--- src/rtl/ifetch_prefetch_buffer.sv ---
// Instruction fetch prefetch buffer.
// Issues sequential word fetches under a credit limit, queues the returned
// instructions with their PCs in a DEPTH-entry FIFO, and flushes on core redirect.
// Optional build macro: IFETCH_PERF_COUNTERS_EN adds bubble/redirect counters.
module ifetch_prefetch_buffer #(
    parameter int unsigned DEPTH    = 4,
    parameter logic [31:0] RESET_PC = 32'h0000_0000
) (
    input  logic                       clk,
    input  logic                       reset,
    output logic                       imem_req_valid,
    input  logic                       imem_req_ready,
    output logic [31:0]                imem_req_addr,
    input  logic                       imem_rsp_valid,
    input  logic [31:0]                imem_rsp_data,
    input  logic                       redirect_valid,
    input  logic [31:0]                redirect_pc,
    output logic                       instr_valid,
    output logic [31:0]                instr_data,
    output logic [31:0]                instr_pc,
    input  logic                       instr_ready,
    output logic [$clog2(DEPTH):0]     fifo_count
`ifdef IFETCH_PERF_COUNTERS_EN
    ,
    output logic [31:0]                perf_bubble_cnt,
    output logic [31:0]                perf_redirect_cnt
`endif
);

    localparam int unsigned PW = $clog2(DEPTH);
    localparam int unsigned CW = PW + 1;
    localparam int unsigned SW = CW + 1;

    logic [31:0]   fetch_pc;
    logic [31:0]   rsp_pc;
    logic [PW-1:0] wr_ptr;
    logic [PW-1:0] rd_ptr;
    logic [CW-1:0] count;
    logic [CW-1:0] outstanding;
    logic [CW-1:0] drop_cnt;

    logic [31:0]   mem_data [DEPTH];
    logic [31:0]   mem_pc   [DEPTH];

    logic          credit_ok_c;
    logic          req_fire_c;
    logic          push_c;
    logic          drop_c;
    logic          pop_c;
    logic          head_ok_c;
    logic [31:0]   redirect_aligned_c;
    logic [CW-1:0] outstanding_nxt_c;

    // Handshake decode and credit check
    always_comb begin
        credit_ok_c        = (SW'(count) + SW'(outstanding)) < SW'(DEPTH);
        req_fire_c         = credit_ok_c && !redirect_valid && imem_req_ready;
        push_c             = imem_rsp_valid && !redirect_valid && (drop_cnt == '0);
        drop_c             = imem_rsp_valid && !redirect_valid && (drop_cnt != '0);
        head_ok_c          = (count != '0);
        pop_c              = head_ok_c && !redirect_valid && instr_ready;
        redirect_aligned_c = redirect_pc & 32'hFFFF_FFFC;
        outstanding_nxt_c  = outstanding + CW'(req_fire_c) - CW'(imem_rsp_valid);
    end

    // Output view: request channel and FIFO head (forced to zero while in reset / empty)
    always_comb begin
        imem_req_valid = reset && credit_ok_c && !redirect_valid;
        imem_req_addr  = fetch_pc;
        instr_valid    = head_ok_c && !redirect_valid;
        instr_data     = head_ok_c ? mem_data[rd_ptr] : 32'd0;
        instr_pc       = head_ok_c ? mem_pc[rd_ptr]   : 32'd0;
        fifo_count     = count;
    end

    // Control state: PCs, pointers, occupancy, credits and stale-response drop count
    always_ff @(posedge clk or negedge reset) begin
        if (!reset) begin
            fetch_pc    <= RESET_PC;
            rsp_pc      <= RESET_PC;
            wr_ptr      <= '0;
            rd_ptr      <= '0;
            count       <= '0;
            outstanding <= '0;
            drop_cnt    <= '0;
        end else begin
            outstanding <= outstanding_nxt_c;
            if (redirect_valid) begin
                fetch_pc <= redirect_aligned_c;
                rsp_pc   <= redirect_aligned_c;
                wr_ptr   <= '0;
                rd_ptr   <= '0;
                count    <= '0;
                drop_cnt <= outstanding - CW'(imem_rsp_valid);
            end else begin
                if (req_fire_c) begin
                    fetch_pc <= fetch_pc + 32'd4;
                end
                if (drop_c) begin
                    drop_cnt <= drop_cnt - CW'(1);
                end
                if (push_c) begin
                    wr_ptr <= wr_ptr + PW'(1);
                    rsp_pc <= rsp_pc + 32'd4;
                end
                if (pop_c) begin
                    rd_ptr <= rd_ptr + PW'(1);
                end
                count <= count + CW'(push_c) - CW'(pop_c);
            end
        end
    end

    // FIFO storage: no reset needed, occupancy gates visibility
    always_ff @(posedge clk) begin
        if (push_c) begin
            mem_data[wr_ptr] <= imem_rsp_data;
            mem_pc[wr_ptr]   <= rsp_pc;
        end
    end

`ifdef IFETCH_PERF_COUNTERS_EN
    // Saturating performance counters
    always_ff @(posedge clk or negedge reset) begin
        if (!reset) begin
            perf_bubble_cnt   <= 32'd0;
            perf_redirect_cnt <= 32'd0;
        end else begin
            if (instr_ready && !instr_valid && (perf_bubble_cnt != 32'hFFFF_FFFF)) begin
                perf_bubble_cnt <= perf_bubble_cnt + 32'd1;
            end
            if (redirect_valid && (perf_redirect_cnt != 32'hFFFF_FFFF)) begin
                perf_redirect_cnt <= perf_redirect_cnt + 32'd1;
            end
        end
    end
`endif

endmodule
--- config.mk ---
export PLATFORM = sky130hd
export DESIGN_NAME = ifetch_prefetch_buffer
export DESIGN_NICKNAME = d
export VERILOG_FILES = /design/src/rtl/ifetch_prefetch_buffer.sv
export SDC_FILE = /design/constraint.sdc
export NUM_CORES = 1
export LEC_CHECK = 0
export ABC_CLOCK_PERIOD_IN_PS = 3520
export CAP_MARGIN = 5
export CORE_MARGIN = 10
export CORE_UTILIZATION = 45
export DETAILED_ROUTE_END_ITERATION = 10
export PLACE_DENSITY = 0.7
export SYNTH_ARGS = -nofsm -noshare
export SYNTH_HDL_FRONTEND = slang
export SYNTH_SLANG_ARGS = --single-unit
--- constraint.sdc ---
create_clock -name clk -period 3.52 [get_ports clk]
set_input_delay 0.352 -clock clk [delete_from_list [all_inputs] [get_ports clk]]
set_output_delay 0.352 -clock clk [all_outputs]
set_load 0.005 [all_outputs]
== Word level (Yosys, flattened, before mapping) ==
Memories as Yosys holds them, arrays and structs flattened.
Index checks and enable logic that the tools add are counted.

* Memories: 2
* Input port bits: 70
* Register bits: 77
* Memory bits (writable): 256

{| class="wikitable"
|+ Memories
! memory !! words !! bits a word !! rd ports !! clocked after Yosys merged registers in !! wr ports !! line !! source
|-
| mem_data || 4 || 32 || 1 || 0 || 1 || 42 || <nowiki>logic [31:0] mem_data [DEPTH];</nowiki>
|-
| mem_pc || 4 || 32 || 1 || 0 || 1 || 43 || <nowiki>logic [31:0] mem_pc [DEPTH];</nowiki>
|}

* Muxes and demuxes: 15
* $add $sub $neg: 11
* Reductions and logical operators: 17
* Order comparisons: 1

{| class="wikitable"
|+ Operators with widths
! cell !! number
|-
| $mux W32 || 6
|-
| $add A32 B3 Y32 const B || 2
|-
| $logic_and A1 B1 Y1 || 9
|-
| $mux W3 || 3
|-
| $sub A3 B1 Y3 || 3
|-
| $mux W2 || 4
|-
| $reduce_bool A2 Y1 || 4
|-
| $add A3 B1 Y3 || 2
|-
| $reduce_bool A3 Y1 || 2
|-
| $add A2 B1 Y2 const B || 2
|-
| $add A3 B3 Y4 || 1
|-
| $lt A4 B3 Y1 const B || 1
|-
| $logic_not A3 Y1 || 1
|-
| $sub A3 B1 Y3 const B || 1
|-
| $mux W1 || 2
|-
| $logic_not A1 Y1 || 1
|}

== Logic depth before layout (Yosys ltp) ==
Gate-level depths: netlist of run 1.

* Depth in word-level cells: 6
* Mapped depth: 13

== Worst setup path before layout of run 1 ==
OpenSTA, ideal clock, no wires.

* Path type: reg2reg
* From: register drop_cnt[0]
* To: memory mem_data[0][0] (enable)
* Path buffers: 1
* Data arrival time: 2.570 ns
* Cell stages (with the launch flop): 7
* Slack: 0.524 ns
* Clock period less this slack: 2.996 ns
* Cell sequence: dfrtp_1 > inv_1 > ha_1 > nand3b_1 > clkbuf_1 > nor2_1 > and2_1

* Cells in the longest elaborated chain, start to end: 4

{| class="wikitable"
|+ Ends and longest elaborated chain
! item !! line !! source
|-
| from (decl) || 40 || <nowiki>logic [CW-1:0] drop_cnt;</nowiki>
|-
| from (signal assigned) || 94 || <nowiki>drop_cnt <= outstanding - CW'(imem_rsp_valid);</nowiki>
|-
| from (signal assigned) || 100 || <nowiki>drop_cnt <= drop_cnt - CW'(1);</nowiki>
|-
| $logic_not A3 Y1 || 58 || <nowiki>push_c = imem_rsp_valid && !redirect_valid && (drop_cnt == '0);</nowiki>
|-
| $logic_and A1 B1 Y1 || 58 ||
|-
| $mux W1 || 116 || <nowiki>if (push_c) begin</nowiki>
|-
| $mux W1 (implied by the code) || 117 || <nowiki>mem_data[wr_ptr] <= imem_rsp_data;</nowiki>
|-
| to (decl) || 42 ||
|}

No other way between the ends.

== Worst setup path in the final report of run 1 ==
* From: register count[1] (netlist: fifo_count[1])
* To: output instr_pc[28]

* Cells in the longest elaborated chain, start to end: 2

{| class="wikitable"
|+ Ends and longest elaborated chain
! item !! line !! source
|-
| from (decl) || 38 || <nowiki>logic [CW-1:0] count;</nowiki>
|-
| from (signal assigned) || 109 || <nowiki>count <= count + CW'(push_c) - CW'(pop_c);</nowiki>
|-
| $reduce_bool A3 Y1 || 60 || <nowiki>head_ok_c = (count != '0);</nowiki>
|-
| $mux W32 || 72 || <nowiki>instr_pc = head_ok_c ? mem_pc[rd_ptr] : 32'd0;</nowiki>
|-
| to (decl) || 20 || <nowiki>output logic [31:0] instr_pc,</nowiki>
|}

No other way between the ends.

==> metrics.cfg, run 1 <==
[power]
p_leak_nw = 5.721
p_clk_share_pct = 32.1
p_per_area_nw_per_um2 = 646.6
pwr-share-seq_pct = 42.4
sw_frac_of_total_pct = 26.43
p_comb_share_pct = 25.5
p_sw_w = 0.002880
internal-power_w = 0.008017
ir_drop_v = 0.0004625

[worst_setup_path]
crit-reg2reg-capture = outstanding[2]$_DFF_PN0_
crit_required_ns = 3.17
r2r-start = fifo_count[2]$_DFF_PN0_
crit_slowest_cell = or3_2
path_cells = or3_2 -> buf_4 -> and2_1 -> clkdlybuf4s50_1
crit_type = flop to output port
arrival_ns = 2.83
r2r_cells = 10
path_max_fanout = 34
cpPeakStageDelay_ns = 0.79
crit_end = instr_pc[28]
r2r_setup_slack_ns = 0.72
worstSetupStartpointType = flop
cp-startpoint = fifo_count[1]$_DFF_PN0_
crit_path_end_kind = output port

[synthesis]
ys_ff_latch = 321
syn_inst = 825
synth_edf_count = 248
synthArstFlopShare_pct = 22.74
yosys_warnings = 0
yosysSeqAreaShare_pct = 68.39
syn_area_um2 = 13560
avgSynthCellArea_um2 = 16.44
yosys-top-cells-count = 248 x edfxtp_1, 73 x dfrtp_1, 68 x and2_1
yosys.area.top_type_share_pct = 54.92
synth_cell_types = 49
yosys-top-cells-area = edfxtp_1 55%, dfrtp_1 13%, mux4_2 10%
yosysMostFrequentCell = edfxtp_1
synth_ff_type = edfxtp_1
yosysTopAreaCell = edfxtp_1

[sta]
setup_viol = 0
relSlewSlack_pct = 36.33
skew_ns = 0.02147
period_minus_slack_ns = 3.183
max_freq_mhz = 314.2
hold_violations = 24
worst_pin_slew_ns = 0.9464
rsz0062_at_grt = no
fin_crit_sh_pct = 90.41
tns_ns = 0
timing.hold.ws_ns = -0.02293
final-max-slew-violation-count = 0

[final_layout]
fin_util_pct = 56.71
antenna_cells = 0
fillers = 2348
drive_gt1_share_pct = 15.94
syn_to_final_growth_pct = 24.27
nNetsFinal = 1097

[run]
maxCapViolations = 0

[detailed_routing]
m1WireLength_mm = 13.06
routed-wl-met3_mm = 1.933
first_pass_iters = 5
highest_layer = met4
drc_errors = 0
wire_per_inst_um = 20.59
postRouteWirelength_mm = 29.34
ant_nets = 0
vias = 7615
drt_iter0_drc = 453
viasPerCell = 5.344
route.met2.wl_mm = 13.74

[clock_network]
cts_tree = done
ctsResizeCount = 0
holdBufCountCts = 0
clock-sinks = 321
clk_pin_slew_ns = 0.06
post_cts_buffers = 0
insertion_delay_ns = 0.51
cts_inserted_buffers = 34
clock_path_buffers = 3
htree_levels = 2
ctsRootBufferMaster = clkbuf_16

[floorplanning]
initial_core_util_pct = 45.63
die-width_um = 193.6
dieArea_um2 = 37480
ios = 171
die_y_um = 193.6
core_um2 = 29720
rows = 63

[hold_path]
hold_path_class = input port to asynchronous set/reset pin

[global_routing]
grt_remaining_overflow = 0
antenna_found_initial = 0
grt_pass1_vias = 8150
grt_first_pass_wirelength_mm = 46.86
grtUsageTotal_pct = 15.54
grt_max_degree = 63

[run_status]
violations = negative hold slack
status = complete, but fails checks

[placement]
portBuffers = 164
place.gp.congestion = 0.8607
hpwl_mm = 19.32

-- kinds of logic after synthesis --
kind of cell	share of synthesized area (%)
buffers and inverters	1.919
adder cells (fa/ha/maj)	1.772
AND/OR/NAND/NOR	9.651
AO/OA/AOI/OAI	2.473
flip-flops	68.39
other	0.02765
multiplexers	11.83
XOR/XNOR	3.940
-- routing by layer --
metal,up-vias,track usage (%)
met5,-,0
met4,0,4.263
met3,50,4.046
met2,233,24.63
met1,3845,20.77
li1,3487,-
-- flip-flops by register name, indices dropped and copies added (netlist names) --
signal         count
mem_data         128
mem_pc           120
imem_req_addr     30
rsp_pc            30
drop_cnt           3
fifo_count         3
outstanding        3
rd_ptr             2
wr_ptr             2
-- cell type report --
type | count | area, um^2 | area share [%]
Inverter | 20 | 75.07 | 0.4455
Clock inverter | 20 | 167.7 | 0.9949
Timing Repair Buffer | 186 | 1864 | 11.06
Multi-Input combinational cell | 446 | 4044 | 24.00
Clock buffer | 42 | 933.4 | 5.539
Sequential cell | 321 | 9279 | 55.06
Tap cell | 390 | 488.0 | 2.896
-- worst max-delay path: cells and delay by family, from the launching register on --
kind	cells	cell delay (ns)
DFF	1	0.45
buffers and inverters	2	0.90
and+or+nand+nor	2	0.97
-- power groups by stage --
stage	clock network (W)	registers (W)	logic, W
final	0.00349	0.00463	0.00278
after global routing	0.00374	0.00467	0.00305
after CTS	0.00358	0.00463	0.00287
after detailed placement	0	0.00470	0.00286
after global placement	0	0.00469	0.00283
after floorplan	0	0.00458	0.00157
-- cells in the final DEF (no fill, tap or decap), types with 14 or more instances in the layout --
| cell type | n |
|---|---|
| a21oi_1 | 18 |
| and2_1 | 64 |
| buf_4 | 17 |
| clkbuf_16 | 36 |
| clkdlybuf4s50_1 | 163 |
| dfrtp_1 | 71 |
| edfxtp_1 | 248 |
| ha_1 | 16 |
| inv_1 | 19 |
| mux2_2 | 14 |
| mux4_2 | 62 |
| nand2_1 | 31 |
| nand3_1 | 31 |
| nand4_1 | 19 |
| nor2_1 | 29 |
| xnor2_1 | 27 |
| xor2_1 | 34 |
-- stage by stage --
step	cell area, um^2	power [W]	instances	setup WS, ns
global placement	15750	0.007518	1363	0.6715
CTS	16850	0.01108	1425	0.2781
detailed placement	15750	0.007563	1363	0.6487
global route	16850	0.01146	1425	0.2046
finish	16850	0.01090	1425	0.3375
floorplan	13570	0.006153	828	0.5235
-- worst min-delay path by stage --
stage | start | end | slack [ns] | cells after the start
final | reset | imem_req_addr[22]$_DFFE_PN0P_ | -0.02 | 2
after global routing | reset | imem_req_addr[22]$_DFFE_PN0P_ | 0.01 | 2
after CTS | reset | imem_req_addr[21]$_DFFE_PN0P_ | 0.01 | 2
after detailed placement | outstanding[0]$_DFF_PN0_ | outstanding[0]$_DFF_PN0_ | 0.54 | 1
after global placement | outstanding[0]$_DFF_PN0_ | outstanding[0]$_DFF_PN0_ | 0.52 | 1
after floorplan | reset | drop_cnt[0]$_DFFE_PN0P_ | 0.06 | 0
No activity file was read; power rests on OpenSTA's default activity.
==> run 2, diff against run 1 <==
- CORE_UTILIZATION: 45 -> 50
- PLACE_DENSITY: 0.7 -> 0.76
- TNS_END_PERCENT: not set -> 10
==> run 2 against run 1 <==
The flow now finishes without violations. Utilization rose by 6.0 points. Combinational power is essentially flat. Die area decreased by 9.0%. Sequential power hardly changed. Design area down 0.24%. Critical endpoint is now instr_data[0].
==> metrics.cfg, run 2 (same netlist as run 1, synthesis figures left out) <==
[clock_network]
clock_path_buffers = 3
clk_pin_slew_ns = 0.06
cts_inserted_buffers = 36
insertion_delay_ns = 0.51
post_cts_buffers = 0
htree_levels = 2
cts_tree = done
clock-sinks = 321
ctsRootBufferMaster = clkbuf_16

[run]
maxCapViolations = 0

[final_layout]
largest_reg_flops = 128
syn_to_final_growth_pct = 23.97
layout_commonest_cell = edfxtp_1
top_regs = mem_data x128, mem_pc x120
top_register = mem_data
antenna_cells = 0
nNetsFinal = 1099
drive_gt1_share_pct = 15.70
layout_common_cells = 248 x edfxtp_1, 163 x clkdlybuf4s50_1, 71 x dfrtp_1

[placement]
place.gp.congestion = 0.8659
hpwl_mm = 18.67
portBuffers = 164
dpl_worst_slack_ns = 0.6714

[global_routing]
grtUsageMet1_pct = 22.96
grtUsageTotal_pct = 17.44
grt_pass1_vias = 8290
grt_max_degree = 63
antenna_found_initial = 0
met3_usage_pct = 4.824
top_usage_layer = met2
grt_first_pass_wirelength_mm = 46.33
grt_remaining_overflow = 0
use_met2_pct = 27.85

[run_status]
status = finished, final reports clean

[floorplanning]
dieArea_um2 = 34110
rows = 60
die-width_um = 184.7
ios = 171
die_y_um = 184.7
initial_core_util_pct = 50.60
core_um2 = 26800

[sta]
final-max-slew-violation-count = 0
tns_ns = 0
worst_pin_slew_ns = 0.7623
period_minus_slack_ns = 3.169
fin_ws_ns = 0.3506
skew_ns = 0.02254
fin_crit_sh_pct = 90.04
max_freq_mhz = 315.5
relSlewSlack_pct = 48.99
hold_violations = 0
rsz0062_at_grt = no
setup_viol = 0

[detailed_routing]
vias = 7690
ant_nets = 0
drc_errors = 0
postRouteWirelength_mm = 29.13
wire_per_inst_um = 21.12
first_pass_iters = 4
drt_iter0_drc = 475
viasPerCell = 5.577

[worst_setup_path]
r2r_cells = 10
arrival_ns = 2.82
path_max_fanout = 34
worstSetupStartpointType = flop
crit_required_ns = 3.17
r2r-start = fifo_count[2]$_DFF_PN0_
crit_path_end_kind = output port
crit_type = flop to output port
r2r_setup_slack_ns = 0.68
crit-reg2reg-capture = outstanding[1]$_DFF_PN0_

[power]
p_per_area_nw_per_um2 = 648.7
p_clk_share_pct = 32.2
p_leak_nw = 5.717
sw_frac_of_total_pct = 26.26
internal-power_w = 0.008041
ir_drop_v = 0.0003941
p_comb_share_pct = 25.6
p_sw_w = 0.002864
pwr-share-seq_pct = 42.2

[hold_path]
min_from = redirect_pc[7]
min_to = imem_req_addr[7]$_DFFE_PN0P_
hold_path_class = input port to flop
min_path_cells = 3

run 2: critical path, stage by stage, from the launching register on:
cell	delay, ns
dfrtp_1	0.45
or3_2	0.82
buf_4	0.37
and2_1	0.19
clkdlybuf4s50_1	0.46
run 2: how the worst max path moves through the flow:
stage | cells after the start | from | to
floorplan | 6 | drop_cnt[0]$_DFFE_PN0P_ | mem_data[0][0]$_DFFE_PP_
global placement | 10 | fifo_count[1]$_DFF_PN0_ | fifo_count[2]$_DFF_PN0_
detailed placement | 10 | imem_req_ready | outstanding[1]$_DFF_PN0_
CTS | 4 | fifo_count[1]$_DFF_PN0_ | instr_data[0]
global route | 4 | fifo_count[1]$_DFF_PN0_ | instr_data[0]
finish | 4 | fifo_count[1]$_DFF_PN0_ | instr_data[0]
run 2: stage by stage:
step | utilization (%) | power, W | std cells | hold slack (ns) | area, um^2
3_5_place_dp | 58.51 | 0.007528 | 1313 | 0.5375 | 15680
3_3_place_gp | 58.51 | 0.007479 | 1313 | 0.5278 | 15680
5_1_grt | 62.73 | 0.01148 | 1379 | 0.4714 | 16810
6_report | 62.73 | 0.01091 | 1379 | 0.4645 | 16810
2_1_floorplan | - | 0.006153 | 828 | 0.05641 | 13570
4_1_cts | 62.73 | 0.01109 | 1379 | 0.4445 | 16810
run 2: what timing repair did:
action                    4_1_cts  5_1_grt
hold endpoints to repair       36        0
resized for setup               0        0
hold buffers                    1        0
run 2: power groups by stage:
stage	Sequential (W)	Clock, W	Combinational [W]
floorplan	0.00458	0	0.00157
detailed placement	0.00468	0	0.00285
CTS	0.00460	0.00361	0.00287
finish	0.00460	0.00351	0.00279
global route	0.00464	0.00377	0.00307
global placement	0.00466	0	0.00282
run 2: layout make-up:
| type | count | area, um^2 |
|---|---|---|
| clock inverters | 14 | 111.4 |
| flip-flops and latches | 321 | 9279 |
| inverters | 20 | 75.07 |
| multi-input cells | 446 | 4044 |
| well taps | 341 | 426.7 |
| clock buffers | 51 | 1008 |
| fillers | 1969 | 9990 |
| repair buffers | 186 | 1867 |
run 2: per-layer routing:
metal	share of wire [%]	wire length, um
met1	43	12590
met2	47	13770
met3	7.3	2140
met4	2.2	629
met5	0	0
==> run 3, diff against run 2 <==
- TNS_END_PERCENT: 10 -> 5
==> results of run 3 <==
Same layout as run 2: the final DEF is identical, and so are final timing and power.
